$ cat config.mk
export PLATFORM = sky130hd
export DESIGN_NAME = alu_arbiter
export DESIGN_NICKNAME = d
export VERILOG_FILES = /design/src/rtl/alu_pkg.sv /design/src/rtl/alu_rr_arb.sv /design/src/rtl/alu_arbiter.sv
export SDC_FILE = /design/constraint.sdc
export NUM_CORES = 1
export LEC_CHECK = 0
export CORE_MARGIN = 5
export CORE_UTILIZATION = 40
export DETAILED_ROUTE_END_ITERATION = 7
export PLACE_DENSITY = 0.87
export SYNTH_ARGS = -nofsm -noshare
export SYNTH_HDL_FRONTEND = slang
export SYNTH_HIERARCHICAL = 1
export SYNTH_SLANG_ARGS = --single-unit
$ cat constraint.sdc
create_clock -name clk -period 2.1 [get_ports clk]
set_input_delay 0.42 -clock clk [delete_from_list [all_inputs] [get_ports clk]]
set_output_delay 0.42 -clock clk [all_outputs]
set_load 0.02 [all_outputs]
$ cat src/rtl/alu_pkg.sv
// Shared constants and FSM state type for the ALU sequencer.
// Flag vectors are ordered {arith, logic, cmp, shift}.
package alu_pkg;

    localparam int unsigned FUNC_W = 4;
    localparam int unsigned FLAG_W = 4;

    localparam int unsigned FLG_ARITH = 3;
    localparam int unsigned FLG_LOGIC = 2;
    localparam int unsigned FLG_CMP   = 1;
    localparam int unsigned FLG_SHIFT = 0;

    typedef enum logic [1:0] {
        IDLE = 2'd0,
        EXEC = 2'd1,
        RESP = 2'd2
    } alu_arb_state_t;

endpackage

$ cat src/rtl/alu_rr_arb.sv
// Two-way request arbiter. Build with ALU_ARB_RR_EN defined for round-robin
// (owns the `last` pointer); otherwise requester 0 wins every tie.
module alu_rr_arb (
`ifdef ALU_ARB_RR_EN
    input  logic       clk,
    input  logic       rst_n,
`endif
    input  logic [1:0] valid,
    input  logic       enable,
    output logic [1:0] grant,
    output logic       grant_idx
);

    logic pick;

`ifdef ALU_ARB_RR_EN
    logic last_q, last_d;

    always_comb begin
        // On a tie the requester that did not win last time is served.
        pick   = valid[1] & (~valid[0] | ~last_q);
        last_d = last_q;
        if (enable && (|valid)) begin
            last_d = pick;
        end
    end

    always_ff @(posedge clk) begin
        if (!rst_n) begin
            last_q <= 1'b1;
        end else begin
            last_q <= last_d;
        end
    end
`else
    always_comb begin
        pick = valid[1] & ~valid[0];
    end
`endif

    always_comb begin
        grant = 2'b00;
        if (enable) begin
            grant = pick ? 2'b10 : {1'b0, valid[0]};
        end
        grant_idx = pick;
    end

endmodule

$ cat src/rtl/alu_arbiter.sv
// Two-requester sequencer in front of a registered ALU with a tagged response
// channel. ALU_ARB_RR_EN selects round-robin tie breaking in alu_rr_arb.
module alu_arbiter
    import alu_pkg::*;
#(
    parameter int unsigned WIDTH   = 16,
    parameter int unsigned ALU_LAT = 1
) (
    input  logic              clk,
    input  logic              rst_n,
    input  logic              req0_valid,
    output logic              req0_ready,
    input  logic [WIDTH-1:0]  req0_a,
    input  logic [WIDTH-1:0]  req0_b,
    input  logic [FUNC_W-1:0] req0_func,
    input  logic              req1_valid,
    output logic              req1_ready,
    input  logic [WIDTH-1:0]  req1_a,
    input  logic [WIDTH-1:0]  req1_b,
    input  logic [FUNC_W-1:0] req1_func,
    output logic              rsp_valid,
    input  logic              rsp_ready,
    output logic              rsp_id,
    output logic [WIDTH-1:0]  rsp_data,
    output logic [FLAG_W-1:0] rsp_flags,
    output logic [WIDTH-1:0]  alu_a,
    output logic [WIDTH-1:0]  alu_b,
    output logic [FUNC_W-1:0] alu_func,
    input  logic [WIDTH-1:0]  alu_out,
    input  logic [FLAG_W-1:0] alu_flags,
    output logic              busy
);

    alu_arb_state_t    state_q, state_d;
    logic [2:0]        cnt_q, cnt_d;
    logic [WIDTH-1:0]  a_q, a_d, b_q, b_d, data_q, data_d;
    logic [FUNC_W-1:0] func_q, func_d;
    logic [FLAG_W-1:0] flags_q, flags_d;
    logic              id_q, id_d, rv_q, rv_d;
    logic [1:0]        grant;
    logic              grant_idx;
    logic              arb_en;

    // Grants are offered only in IDLE and never while reset is asserted.
    assign arb_en = (state_q == IDLE) && rst_n;

    alu_rr_arb u_arb (
`ifdef ALU_ARB_RR_EN
        .clk       (clk),
        .rst_n     (rst_n),
`endif
        .valid     ({req1_valid, req0_valid}),
        .enable    (arb_en),
        .grant     (grant),
        .grant_idx (grant_idx)
    );

    always_comb begin
        state_d = state_q;
        cnt_d   = cnt_q;
        a_d     = a_q;
        b_d     = b_q;
        func_d  = func_q;
        id_d    = id_q;
        data_d  = data_q;
        flags_d = flags_q;
        rv_d    = rv_q;
        case (state_q)
            IDLE: begin
                if (|grant) begin
                    a_d     = grant_idx ? req1_a    : req0_a;
                    b_d     = grant_idx ? req1_b    : req0_b;
                    func_d  = grant_idx ? req1_func : req0_func;
                    id_d    = grant_idx;
                    cnt_d   = 3'(ALU_LAT);
                    state_d = EXEC;
                end
            end
            EXEC: begin
                if (cnt_q == 3'd0) begin
                    data_d  = alu_out;
                    flags_d = alu_flags;
                    rv_d    = 1'b1;
                    state_d = RESP;
                end else begin
                    cnt_d = cnt_q - 3'd1;
                end
            end
            RESP: begin
                if (rsp_ready) begin
                    rv_d    = 1'b0;
                    state_d = IDLE;
                end
            end
            default: state_d = IDLE;
        endcase
    end

    always_ff @(posedge clk) begin
        if (!rst_n) begin
            state_q <= IDLE;
            cnt_q   <= '0;
            a_q     <= '0;
            b_q     <= '0;
            func_q  <= '0;
            id_q    <= 1'b0;
            data_q  <= '0;
            flags_q <= '0;
            rv_q    <= 1'b0;
        end else begin
            state_q <= state_d;
            cnt_q   <= cnt_d;
            a_q     <= a_d;
            b_q     <= b_d;
            func_q  <= func_d;
            id_q    <= id_d;
            data_q  <= data_d;
            flags_q <= flags_d;
            rv_q    <= rv_d;
        end
    end

    assign req0_ready = grant[0];
    assign req1_ready = grant[1];
    assign rsp_valid  = rv_q;
    assign rsp_id     = id_q;
    assign rsp_data   = data_q;
    assign rsp_flags  = flags_q;
    assign alu_a      = a_q;
    assign alu_b      = b_q;
    assign alu_func   = func_q;
    assign busy       = (state_q != IDLE);

endmodule

* Yosys cells after proc, flatten, opt, wreduce, memory -nomap -nowiden
Cells that the tools add are included.
** Operators by class
- $add $sub $neg :: 1
- Equal/unequal tests :: 6
- Muxes and demuxes :: 15
- Reduce and logical (&&, ||, !) cells :: 12
- Bitwise logic cells :: 2
** Operators by type and width (number)
- 16-bit 2-to-1 mux :: 2
- 2-bit 2-to-1 mux :: 5
- 3-bit AND reduction :: 3
- 3-bit 2-to-1 mux :: 2
- 2-bit != test, second input constant :: 3
- 2-bit one-hot mux with 3 select lines :: 1
- 3-bit one-hot mux with 2 select lines :: 1
- 2-bit nonzero test :: 3
- 4-bit 2-to-1 mux :: 1
- 2-bit AND reduction :: 2
- 3-bit logical NOT :: 1
- 3-bit by 1-bit subtractor with 3-bit output, second input constant :: 1
- 2-bit by 1-bit == test with 1-bit output, second input constant :: 1
- 2-bit == test, second input constant :: 1
- 2-bit logical NOT :: 1
- 1-bit 2-to-1 mux :: 2
- 2-bit by 1-bit != test with 1-bit output, second input constant :: 1
- 1-bit one-hot mux with 2 select lines :: 1
- 2-bit OR reduction :: 1
- 1-bit bitwise AND :: 1
- 1-bit logical AND :: 1
- 1-bit NOT :: 1
** Word-level totals
- Flip-flop bits (word level) :: 63

* Longest topological paths before layout
Gate-level depths: netlist (run 1).
- Word-level depth :: 7
- Gate-level depth with buffers :: 9
- Mapped depth without buffers :: 7

* Hierarchy
The synthesis (run 1) kept the hierarchy.
** Modules (own cells, without submodules)
- alu_arbiter :: times used 1, sequential area each 1261.2 µm², area each 3005.4 µm², cells an instance 290
- alu_rr_arb :: times used 1, sequential area each 0.0 µm², area each 26.3 µm², cells an instance 3

* Worst setup path before layout (run 1)
No wires, ideal clock.
- Path type :: input port to flip-flop
- From :: input port rst_n
- To :: register cnt_q[0]
- Slack :: 48 ps
- Cell stages on the path :: 8
- Data required time :: 1985 ps
- Arrival time :: 1938 ps
- Buffers on the path :: 2
- Library setup time :: 115 ps
- Cell sequence :: inv_2 > clkbuf_1 > nor2_1 > and3b_2 > or2_1 > buf_6 > a22o_1 > o21a_1
** Between the ends
- Longest elaborated chain between the ends :: 5
** Ends and longest elaborated chain
- from (decl) :: RTL line alu_arbiter.sv:10 : input logic rst_n,
- 1-bit logical AND :: RTL line alu_arbiter.sv:45 : assign arb_en = (state_q == IDLE) && rst_n;
- named net arb_en :: RTL line alu_arbiter.sv:42 : logic arb_en;
- 2-bit 2-to-1 mux :: RTL line alu_rr_arb.sv:43 : if (enable) begin
- named net req1_ready :: RTL line alu_arbiter.sv:17 : output logic req1_ready,
- 2-bit OR reduction :: RTL line alu_arbiter.sv:70 : if (|grant) begin
- 2-bit by 1-bit != test with 1-bit output (no line)
- 3-bit AND reduction (no line)
- to (signal assigned) :: RTL line alu_arbiter.sv:112 : cnt_q <= cnt_d;
- to (decl) :: RTL line alu_arbiter.sv:35 : logic [2:0] cnt_q, cnt_d;
The timed path passes the listed nets, and every way through them passes these cells.
A chain may end at the register's enable or synchronous reset.

* Worst setup path in the final report (run 1)
- From :: input port rst_n
- To :: output port req0_ready
** Between the ends
- Longest elaborated chain between the ends :: 2
** Ends and longest elaborated chain
- 1-bit logical AND :: RTL line alu_arbiter.sv:45
- named net arb_en :: RTL line alu_arbiter.sv:42
- 2-bit 2-to-1 mux :: RTL line alu_rr_arb.sv:43
- to (decl) :: RTL line alu_arbiter.sv:12 : output logic req0_ready,
The timed path passes the listed nets, and every way through them passes these cells.

==> key figures, run 1 <==
Timing
  • Fin Hold WS: 0.453 ns
  • Worst slew pin tran: 0.890 ns
  • Final setup vio count: 0
  • Fin. max-slew vios: 0
  • Rel. slew slack: 40.6%
  • Skew final: 0.00856 ns
  • Final Hold Fails: 0
  • Unrepaired setup endpoints after global routing: false
  • Final Cycle Share: 97.5%
  • Post-route minimum period: 2.05 ns
  • Fmax: 488 MHz
  • Fin Setup TNS: 0 ns

Synth
  • Post-synthesis instance total: 293
  • Synth Register Bits: 63
  • Synth top area share: 41.6%
  • Mux cell area share after synthesis: 11.9%
  • Dominant cell type by area after synthesis: dfxtp_1
  • Post-Synth XOR/XNOR Area: 0%
  • Post-synthesis sequential area ratio: 41.6%
  • Post-Synth Adder-Cell Area: 0.825%
  • Syn nets: 392
  • Synth Area in Compound Gates: 27.8%
  • Yosys Warn Count: 6
  • Ys async rst share: 0%
  • Number of synthesized flops with an enable pin: 0
  • Simple logic cell fraction of the synthesized area: 11.1%
  • Largest family of logic cells by synthesized area: compound AO/OA/AOI/OAI gates
  • Netlist cell types: 40
  • Most used DFF post-synth: dfxtp_1
  • Avg Cell Area, Syn: 10.3 µm²
  • Cell Area, Synth: 0.00303 mm²
  • Area contributors post-synth: dfxtp_1 42%, a211oi_2 12%, mux2i_1 12%

Worst setup path
  • Flop-to-flop setup slack: 0.23 ns
  • Crit-path slowest cell: clkdlybuf4s50_1
  • Crit start category: primary input
  • CP Data Arrival Time: 1.63 ns
  • Critical Path, Cell by Cell: clkdlybuf4s50_1 -> inv_2 -> nor2_1 -> and2_2 -> dlygate4sd2_1
  • Setup CP Type: primary input to output port
  • Worst EP required: 1.68 ns
  • Worst setup EP type: output port
  • Maximum fanout along the worst path: 2
  • Max incr delay on CP: 0.50 ns

Route
  • Via Count: 2,816
  • WL per Instance: 15.5 µm
  • DR iter-0 viols: 27
  • Vias per cell: 5.02
  • DRT antenna net count: 0
  • Residual DRC: 0
  • Routed wire length: 8700 µm
  • DRT Pass-1 Iters: 4

Final layout
  • Filler Cells Inserted: 547
  • NumNets Final: 556
  • Most frequent cells in the layout: 154 x clkdlybuf4s50_1, 62 x dfxtp_1, 40 x a21oi_1, 36 x mux2i_1, 33 x nand2_1
  • Number of diodes: 0
  • Final Cell Area: 0.00496 mm²
  • Layout cells sized above 1: 22.9%
  • Area growth syn-to-layout: 63.6%
  • Final Util: 67.6%
  • Commonest non-fill, non-tap cell in the layout: clkdlybuf4s50_1

Min path
  • Worst min-delay path class: flip-flop to flip-flop

Global route
  • GRT overflow: 0
  • Vias in the first global route: 2,964
  • Largest net degree at the start of global routing: 64
  • GRT Resource Usage Total: 18.2%
  • Antenna violations before repair: 0
  • Global-route wire length before repair: 14,300 µm

Floorplanning
  • Die H: 97.1 µm
  • Die area: 0.00942 mm²
  • Top Ports: 158
  • Die width: 97.1 µm
  • Core box area: 0.00733 mm²
  • # rows: 31
  • Initial Utilization: 41.4%

Run
  • Max-cap violations: 0

Clock tree
  • H-Tree Depth: 3
  • CTS tree: built
  • Clk slew on worst S/H paths: 0.07 ns
  • Post-CTS Hold Buffers: 0
  • Bufs on Longest Clock Path: 2
  • Num Clock Sinks: 63
  • Worst skew pair latency: 0.33 ns
  • Clk root buf: clkbuf_8
  • TritonCTS Buffers: 9

Place
  • # port buffers: 157
  • DPL Wire Length: 6590 µm
  • Area after DPL: 0.00476 mm²
  • RePlAce Congestion: 0.820

Pwr
  • Pwr Density: 727 mW/mm²
  • Worst VDD drop: 456 µV
  • Leakage power: 1.76 nW
  • Total design power: 3.61 mW

Run status
  • Status: finished, final reports clean
Yosys cell counts, types with 2 or more instances:
cell / count
nand2_2: 10
inv_1: 2
nand3b_1: 2
a211oi_1: 6
dfxtp_1: 63
buf_2: 4
a21oi_1: 40
buf_4: 2
nor2_1: 3
mux2i_1: 36
ha_1: 2
nand2_1: 33
a211oi_2: 30
clkbuf_1: 6
buf_1: 2
a21oi_2: 20
buf_6: 9
what timing repair did:
| action | CTS | global route |
|---|---|---|
| endpoints found under the hold margin | 0 | 0 |
| pin swaps | 0 | 0 |
| setup buffers | 0 | 0 |
| endpoints found under the setup margin | 3 | 2 |
| resized for setup | 3 | 2 |
cell type report:
cell class                      instances  area [µm²]  area share (%)
Tap cell                               99         124            2.50
Clock inverter                          6        60.1            1.21
Inverter                                4        17.5           0.353
Multi-Input combinational cell        201        1560            31.5
Timing Repair Buffer                  178        1790            36.2
Sequential cell                        63        1260            25.5
Clock buffer                           10         138            2.78
report_power, final:
| group | switching, mW | internal (mW) | total, mW |
|---|---|---|---|
| sequential | 0.0700 | 1.32 | 1.39 |
| clock | 0.463 | 0.574 | 1.04 |
| combinational | 0.575 | 0.610 | 1.18 |
| total | 1.11 | 2.50 | 3.61 |
per-layer routing:
metal | vias up | wire [µm] | track usage, %
met1 | 1294 | 3410 | 19.8
met2 | 115 | 4260 | 31.2
met5 | - | 0 | 0
li1 | 1392 | - | -
met3 | 15 | 843 | 8.54
met4 | 0 | 184 | 5.94
sequential cells by signal, summed over array words and instances, names as in the netlist:
signal / cells
state_q: 2
alu_b: 16
alu_a: 16
alu_func: 4
rsp_valid: 1
cnt_q: 3
rsp_data: 16
rsp_flags: 4
rsp_id: 1
metrics by stage:
stage	std cells	setup WS (ns)
after global routing	561	0.0234
after floorplan	293	0.0478
after CTS	561	0.0144
after detailed placement	545	-0.257
after global placement	545	-0.262
final	561	0.0522
cells by family after synthesis:
family,Yosys count
AOI/OAI and AO/OA,102
buffers and inverters,29
and+or+nand+nor,61
DFF,63
adders and majority gates,2
muxes,36
worst max-delay path: cells and delay by family:
family                 cells  cell delay, ns
buffers and inverters      3            0.89
AND/OR/NAND/NOR            2            0.31
worst paths after layout:
| kind | start | endpoint | depth (start not counted) |
|---|---|---|---|
| worst max-delay path | rst_n | req0_ready | 5 |
| worst min-delay path | rsp_data[9] | rsp_data[9] | 2 |
| worst max register to register | state_q[0] | alu_a[1] | 10 |
| worst min register to register | rsp_data[9] | rsp_data[9] | 2 |
Power figures use the tool's default switching activity.
==> inputs of run 2 (changes only) <==
--- a/config.mk
+++ b/config.mk
@@ -7,6 +7,8 @@
 export LEC_CHECK = 0
 export CORE_MARGIN = 5
 export CORE_UTILIZATION = 40
+export CTS_CLUSTER_DIAMETER = 200
+export CTS_CLUSTER_SIZE = 24
 export DETAILED_ROUTE_END_ITERATION = 7
 export PLACE_DENSITY = 0.87
 export SYNTH_ARGS = -nofsm -noshare
==> results of run 2 <==
Same layout as run 1: the final DEF is identical, and so are final timing and power.
